File: src/rtl/imm_ext_pipe.sv
// Pipelined immediate-extension stage with valid/ready handshake and a 2-entry skid buffer.
// Optional IMM_EXT_BYPASS_EN: zero-latency pass-through when the buffer is empty.
module imm_ext_pipe #(
  parameter int DATA_W = 32,
  parameter int IMM_W  = 16,
  parameter int TAG_W  = 5
) (
  input  logic              clk,
  input  logic              reset,
  input  logic              flush,
  input  logic              in_valid,
  output logic              in_ready,
  input  logic [IMM_W-1:0]  in_imm,
  input  logic [2:0]        in_mode,
  input  logic [TAG_W-1:0]  in_tag,
  output logic              out_valid,
  input  logic              out_ready,
  output logic [DATA_W-1:0] out_data,
  output logic [TAG_W-1:0]  out_tag,
  output logic              out_err
);

  localparam int PAD_W = DATA_W - IMM_W;

  // O is the output register, K the skid register; the state encodes their valid bits.
  typedef enum logic [1:0] {
    ST_EMPTY = 2'd0,
    ST_ONE   = 2'd1,
    ST_FULL  = 2'd2
  } state_e;

  state_e              state_q, state_d;
  logic [DATA_W-1:0]   o_data_q, o_data_d, k_data_q, k_data_d;
  logic [TAG_W-1:0]    o_tag_q, o_tag_d, k_tag_q, k_tag_d;
  logic                o_err_q, o_err_d, k_err_q, k_err_d;

  logic [DATA_W-1:0]   sext;
  logic [DATA_W-1:0]   ext_data;
  logic                ext_err;
  logic                o_valid;
  logic                accept;
  logic                consume;

  assign sext = {{PAD_W{in_imm[IMM_W-1]}}, in_imm};

  always_comb begin
    ext_data = '0;
    ext_err  = 1'b0;
    case (in_mode)
      3'b000:  ext_data = {{PAD_W{1'b0}}, in_imm};
      3'b001:  ext_data = sext;
      3'b010:  ext_data = {in_imm, {PAD_W{1'b0}}};
      3'b011:  ext_data = sext << 2;
      3'b100:  ext_data = {{PAD_W{1'b1}}, in_imm};
      default: ext_err  = 1'b1;
    endcase
  end

  // Handshake: a transfer happens on a rising edge where valid & ready are both high;
  // the producer holds its payload stable until then, and ready never depends on valid.
  assign o_valid  = (state_q != ST_EMPTY);
  assign in_ready = (state_q != ST_FULL);

`ifdef IMM_EXT_BYPASS_EN
  logic bypass;
  assign bypass    = (state_q == ST_EMPTY) && in_valid;
  assign out_valid = o_valid || bypass;
  assign out_data  = bypass ? ext_data : o_data_q;
  assign out_tag   = bypass ? in_tag   : o_tag_q;
  assign out_err   = bypass ? ext_err  : o_err_q;
`else
  assign out_valid = o_valid;
  assign out_data  = o_data_q;
  assign out_tag   = o_tag_q;
  assign out_err   = o_err_q;
`endif

  assign accept  = in_valid && in_ready;
  assign consume = out_valid && out_ready;

  always_comb begin
    state_d  = state_q;
    o_data_d = o_data_q;
    o_tag_d  = o_tag_q;
    o_err_d  = o_err_q;
    k_data_d = k_data_q;
    k_tag_d  = k_tag_q;
    k_err_d  = k_err_q;
    case (state_q)
      // In EMPTY, consume can only be true for a bypassed entry, which is then not stored.
      ST_EMPTY: begin
        if (accept && !consume) begin
          state_d  = ST_ONE;
          o_data_d = ext_data;
          o_tag_d  = in_tag;
          o_err_d  = ext_err;
        end
      end
      ST_ONE: begin
        if (accept && consume) begin
          o_data_d = ext_data;
          o_tag_d  = in_tag;
          o_err_d  = ext_err;
        end else if (accept) begin
          state_d  = ST_FULL;
          k_data_d = ext_data;
          k_tag_d  = in_tag;
          k_err_d  = ext_err;
        end else if (consume) begin
          state_d = ST_EMPTY;
        end
      end
      ST_FULL: begin
        if (consume) begin
          state_d  = ST_ONE;
          o_data_d = k_data_q;
          o_tag_d  = k_tag_q;
          o_err_d  = k_err_q;
        end
      end
      default: state_d = ST_EMPTY;
    endcase
    if (flush) state_d = ST_EMPTY;
  end

  always_ff @(posedge clk) begin
    if (reset) begin
      state_q  <= ST_EMPTY;
      o_data_q <= '0;
      o_tag_q  <= '0;
      o_err_q  <= 1'b0;
      k_data_q <= '0;
      k_tag_q  <= '0;
      k_err_q  <= 1'b0;
    end else begin
      state_q  <= state_d;
      o_data_q <= o_data_d;
      o_tag_q  <= o_tag_d;
      o_err_q  <= o_err_d;
      k_data_q <= k_data_d;
      k_tag_q  <= k_tag_d;
      k_err_q  <= k_err_d;
    end
  end

endmodule
File: config.mk
export PLATFORM = sky130hd
export DESIGN_NAME = imm_ext_pipe
export DESIGN_NICKNAME = d
export VERILOG_FILES = /design/src/rtl/imm_ext_pipe.sv
export SDC_FILE = /design/constraint.sdc
export NUM_CORES = 1
export LEC_CHECK = 0
export ABC_AREA = 1
export CORE_UTILIZATION = 30
export DETAILED_ROUTE_END_ITERATION = 10
export PLACE_DENSITY_LB_ADDON = 0.15
export SYNTH_ARGS = -nofsm -noshare
export SYNTH_HDL_FRONTEND = slang
export SYNTH_SLANG_ARGS = --single-unit
File: constraint.sdc
create_clock -name clk -period 1.7 [get_ports clk]
set_input_delay 0.34 -clock clk [delete_from_list [all_inputs] [get_ports clk]]
set_output_delay 0.34 -clock clk [all_outputs]
set_load 0.02 [all_outputs]
==> Yosys cells after proc, flatten, opt, wreduce, memory -nomap -nowiden <==
Cells that the tools add are included.
{ "word_totals": {"register_bits": 78, "word_cells": 54, "in_bits": 29} }
{ "op_classes": {"reduce_logical": 14, "bitwise": 1, "muxes": 20, "eq_ne": 12} }
{ "op_table": {"columns": ["cell", "n"], "rows": [
  ["32-bit one-hot mux with 5 select lines", 1],
  ["32-bit 2-to-1 mux", 3],
  ["32-bit one-hot mux with 3 select lines", 1],
  ["5-bit 2-to-1 mux", 3],
  ["5-bit one-hot mux with 3 select lines", 1],
  ["2-bit 2-to-1 mux", 5],
  ["2-bit != test (second input constant)", 5],
  ["4-bit AND reduction", 2],
  ["3-bit by 2-bit equality test with 1-bit output (second input constant)", 2],
  ["2-bit one-hot mux with 3 select lines", 1],
  ["5-bit OR reduction", 1],
  ["1-bit logical AND", 4],
  ["1-bit 2-to-1 mux", 4],
  ["3-bit by 1-bit equality test with 1-bit output (second input constant)", 1],
  ["3-bit equality test (second input constant)", 1],
  ["3-bit zero test", 1],
  ["3-bit != test (second input constant)", 1],
  ["1-bit one-hot mux with 3 select lines", 1],
  ["3-bit AND reduction", 1],
  ["3-bit nonzero test", 1],
  ["2-bit by 1-bit equality test with 1-bit output (second input constant)", 1],
  ["2-bit equality test (second input constant)", 1],
  ["2-bit zero test", 1],
  ["2-bit nonzero test", 1],
  ["other kinds (3)", 3]
]} }

==> Logic depth before layout (Yosys ltp) <==
{ "logic_depth": {"depth_word": 6, "ltp_mapped": 9, "ltp_nobuf": 9} }

==> Least setup slack after synthesis <==
OpenSTA, ideal clock, no wires.
{ "synth_timing": {"kind": "input -> register", "start": "in in_mode[2]", "end": "reg o_data_q[23] (netlist: out_data[23])", "t_arrival_ps": 1233, "path_buffers": 2, "required_time_ps": 1630, "stages": 9, "setup_slack_ps": 397, "cell_sequence": "buf_6 -> nor2_2 -> inv_1 -> nor2_4 -> buf_2 -> nand2_1 -> nand2_1 -> nand2_1 -> a21oi_1"} }
{ "synth_via": {"elab_chain_cells": 4, "word_cells_on_any_way": 9, "classes_between": "4 x eq/ne; 4 x mux; 1 x reduce/logical"} }
{ "synth_lines": {"columns": ["element", "line_no", "rtl"], "rows": [
  ["start, declared", "14", "input logic [2:0] in_mode,"],
  ["3-bit equality test, or another cell as far along", "49", "case (in_mode)"],
  ["32-bit one-hot mux with 5 select lines *", "49", null],
  ["32-bit 2-to-1 mux (on tied branches)", "100, 92", null],
  ["32-bit one-hot mux with 3 select lines *", "89", "case (state_q)"],
  ["end signal, assigned", "137", "o_data_q <= o_data_d;"],
  ["end, declared", "33", "logic [DATA_W-1:0] o_data_q, o_data_d, k_data_q, k_data_d;"]
]} }
Mark *: on every way between the ends. The rest lies on a longest branch, timed or not. The select of a mux whose other input is x is not followed.
A chain may end at the register's enable or synchronous reset.

==> Worst setup path after layout <==
{ "layout_timing": {"start": "reg o_data_q[30] (netlist: out_data[30])", "end": "out out_data[30]"} }
{ "layout_rtl": {"columns": ["element", "line_no", "rtl"], "rows": [
  ["end, declared", "18", "output logic [DATA_W-1:0] out_data,"]
]} }
No word-level cell between the ends.

==> impl_metrics.ini <==
[clock_network]
post_cts_buffers = 0
cts_hold_buf = 0
clkTransAtPathRegs_ns = 0.06
cts_tree = yes
htree_num_levels = 3
cts_root_buf = clkbuf_16
clock-sinks = 78
insertion_delay_ns = 0.34
ctsLongestPathBuffers = 2
cts_buffers = 9

[timing]
fin_ws_ns = 0.0400
hold_viol_final = 0
tightest_slew_ns = 0.495
clock_skew_ns = 0.0109
slew_viol_final = 0
fmax_mhz = 602
rsz0062_at_grt = no
slew_headroom = 0.670
setup-violations-final = 0
whs_ns = 0.480
min_period_ns = 1.66
min_period_over_period = 0.976

[power]
powerDensity_mw_per_mm2 = 946
irDropWorstVdd_mv = 0.538
power.total_mw = 4.71
leakage_nw = 2.33

[worst_setup_path]
start_kind = flop
critical_path.max_stage_delay_ns = 0.63
crit_buf_inv = 1
end_kind = output port
cp.arrival_ns = 1.32
critPathSlowestCell = clkdlybuf4s50_1
critPathRequiredTime_ns = 1.36
cp_max_fo = 2
path_delay_family = buffers and inverters
timing_worst_setup_path_type = reg -> out
cp_cell_sequence = clkdlybuf4s50_1

[drt]
vias = 3681
wl_per_cell_um = 13.5
post_drt_via_cell_ratio = 4.67
ant_nets = 0
drtIter0Drc = 208
wirelength_um = 10600
dr.pass1.iters = 4
remaining_drc_errors = 0

[floorplanning]
pin_count = 69
die_area_mm2 = 0.0127
initial_core_util = 0.307
die_w_um = 113
core_mm2 = 0.0120
die_height_um = 113
core.rowCount = 40

[cells_and_area]
final_nets = 665
drive_gt1_frac = 0.0889
syn2layout_area_growth_pct = 34.9
layout.cells.non_filler = 788
num_antenna_cells = 0

[global_routing]
grt_pass1_vias = 3358
grt_util_all_layers = 0.173
antenna_found_initial = 0
grt_max_degree = 41
grt_overflow = 0
grt_pass1_wl_um = 17200

[synth]
syn-num-nets = 593
avgSynthCellArea_um2 = 6.54
syn_inst = 564
ys_seq_area_frac = 0.423
ys_ff_latch = 78
synthDistinctLibCells = 26
synth_area_mm2 = 0.00369
yosys_warnings = 0

[hold_path]
hp-class = reg -> reg

[run_status]
outcome = completed

[placed_design]
dp_cells = 772
gp_congestion = 0.788
hpwlAfterDp_um = 7000
numPortBuffers = 68
preCtsSetupSlack_ns = -0.137

[job]
cap_violations = 0
-- metal layers --
layer / vias to the layer above / global-route usage / share of wire
met5: - / 0 / 0
met4: 0 / 0.0579 / 0.012
met3: 8 / 0.0343 / 0.047
met2: 81 / 0.267 / 0.44
met1: 1663 / 0.241 / 0.50
li1: 1929 / - / -
-- report_power, final --
group          total (mW)  internal, mW  switching (mW)
Combinational       0.798         0.354           0.444
Sequential           1.97          1.92          0.0505
Clock                1.94          1.18           0.759
Total                4.71          3.45            1.25
-- sequential cells by signal, indices dropped and copies added (netlist names) --
name / count
out_err: 1
out_data: 32
state_q: 2
k_tag_q: 5
k_data_q: 32
out_tag: 5
k_err_q: 1
-- worst paths after layout --
| kind | slack (ns) | cells after the start | from | end |
|---|---|---|---|---|
| worst max-delay path | 0.04 | 1 | out_data[30] | out_data[30] |
| worst min-delay path | 0.48 | 2 | out_err | out_err |
| worst max register to register | 0.26 | 8 | state_q[0] | out_tag[0] |
| worst min register to register | 0.48 | 2 | out_err | out_err |
-- stage by stage --
step	setup TNS, ns	util	area [um2]
detailed placement	-5.55	0.389	4680
floorplan	0	-	3690
finish	0	0.414	4970
global placement	-5.42	0.389	4680
CTS	0	0.414	4970
global route	0	0.414	4970
-- cells in the final DEF, fill, tap and decap left out, types with 4 or more instances in the layout --
cell             instances
nand2_1                185
dfxtp_1                 78
a21oi_1                 69
clkdlybuf4s50_1         65
inv_1                   56
nor2_1                  55
o21ai_0                 42
buf_4                   21
a31oi_1                 14
clkbuf_16                9
buf_12                   7
nand3_1                  6
nand4_1                  4
-- cell type report --
cell class,count,area (um2)
clock buffers,11,243
clock inverters,5,58.8
fillers,1259,7040
inverters,59,221
multi-input cells,392,1730
flip-flops and latches,78,1560
well taps,147,184
repair buffers,96,975
-- Yosys cell counts --
cell type / number / area (um2)
buf_4: 5 / 37.5
o21ai_2: 1 / 8.76
nand2_1: 185 / 694
nand2_2: 3 / 18.8
o21ai_0: 42 / 210
inv_1: 56 / 210
nor2_1: 55 / 206
o21ai_1: 3 / 15.0
a21oi_1: 69 / 345
nor3_4: 1 / 16.3
clkbuf_1: 14 / 52.6
inv_2: 3 / 11.3
buf_6: 2 / 22.5
o211ai_1: 1 / 7.51
nor2_4: 1 / 11.3
or2_2: 1 / 6.26
a21oi_2: 1 / 8.76
a211oi_1: 1 / 7.51
buf_1: 3 / 11.3
nor2_2: 3 / 18.8
a31oi_1: 14 / 87.6
dfxtp_1: 78 / 1560
buf_2: 11 / 55.1
o21bai_1: 1 / 7.51
nand4_1: 4 / 25.0
nand3_1: 6 / 30.0
-- timing repair --
item,in CTS,in global routing
hold endpoints to repair,0,0
gates resized for setup,3,0
setup endpoints to repair,3,0
-- cell families (layout without fill, tap and decap cells) --
family	Yosys count	in the layout	synth area share
simple gates	259	259	0.279
compound gates	133	133	0.189
buf+inv	94	171	0.109
flops	78	78	0.423
(Power assumes the default switching activity.)
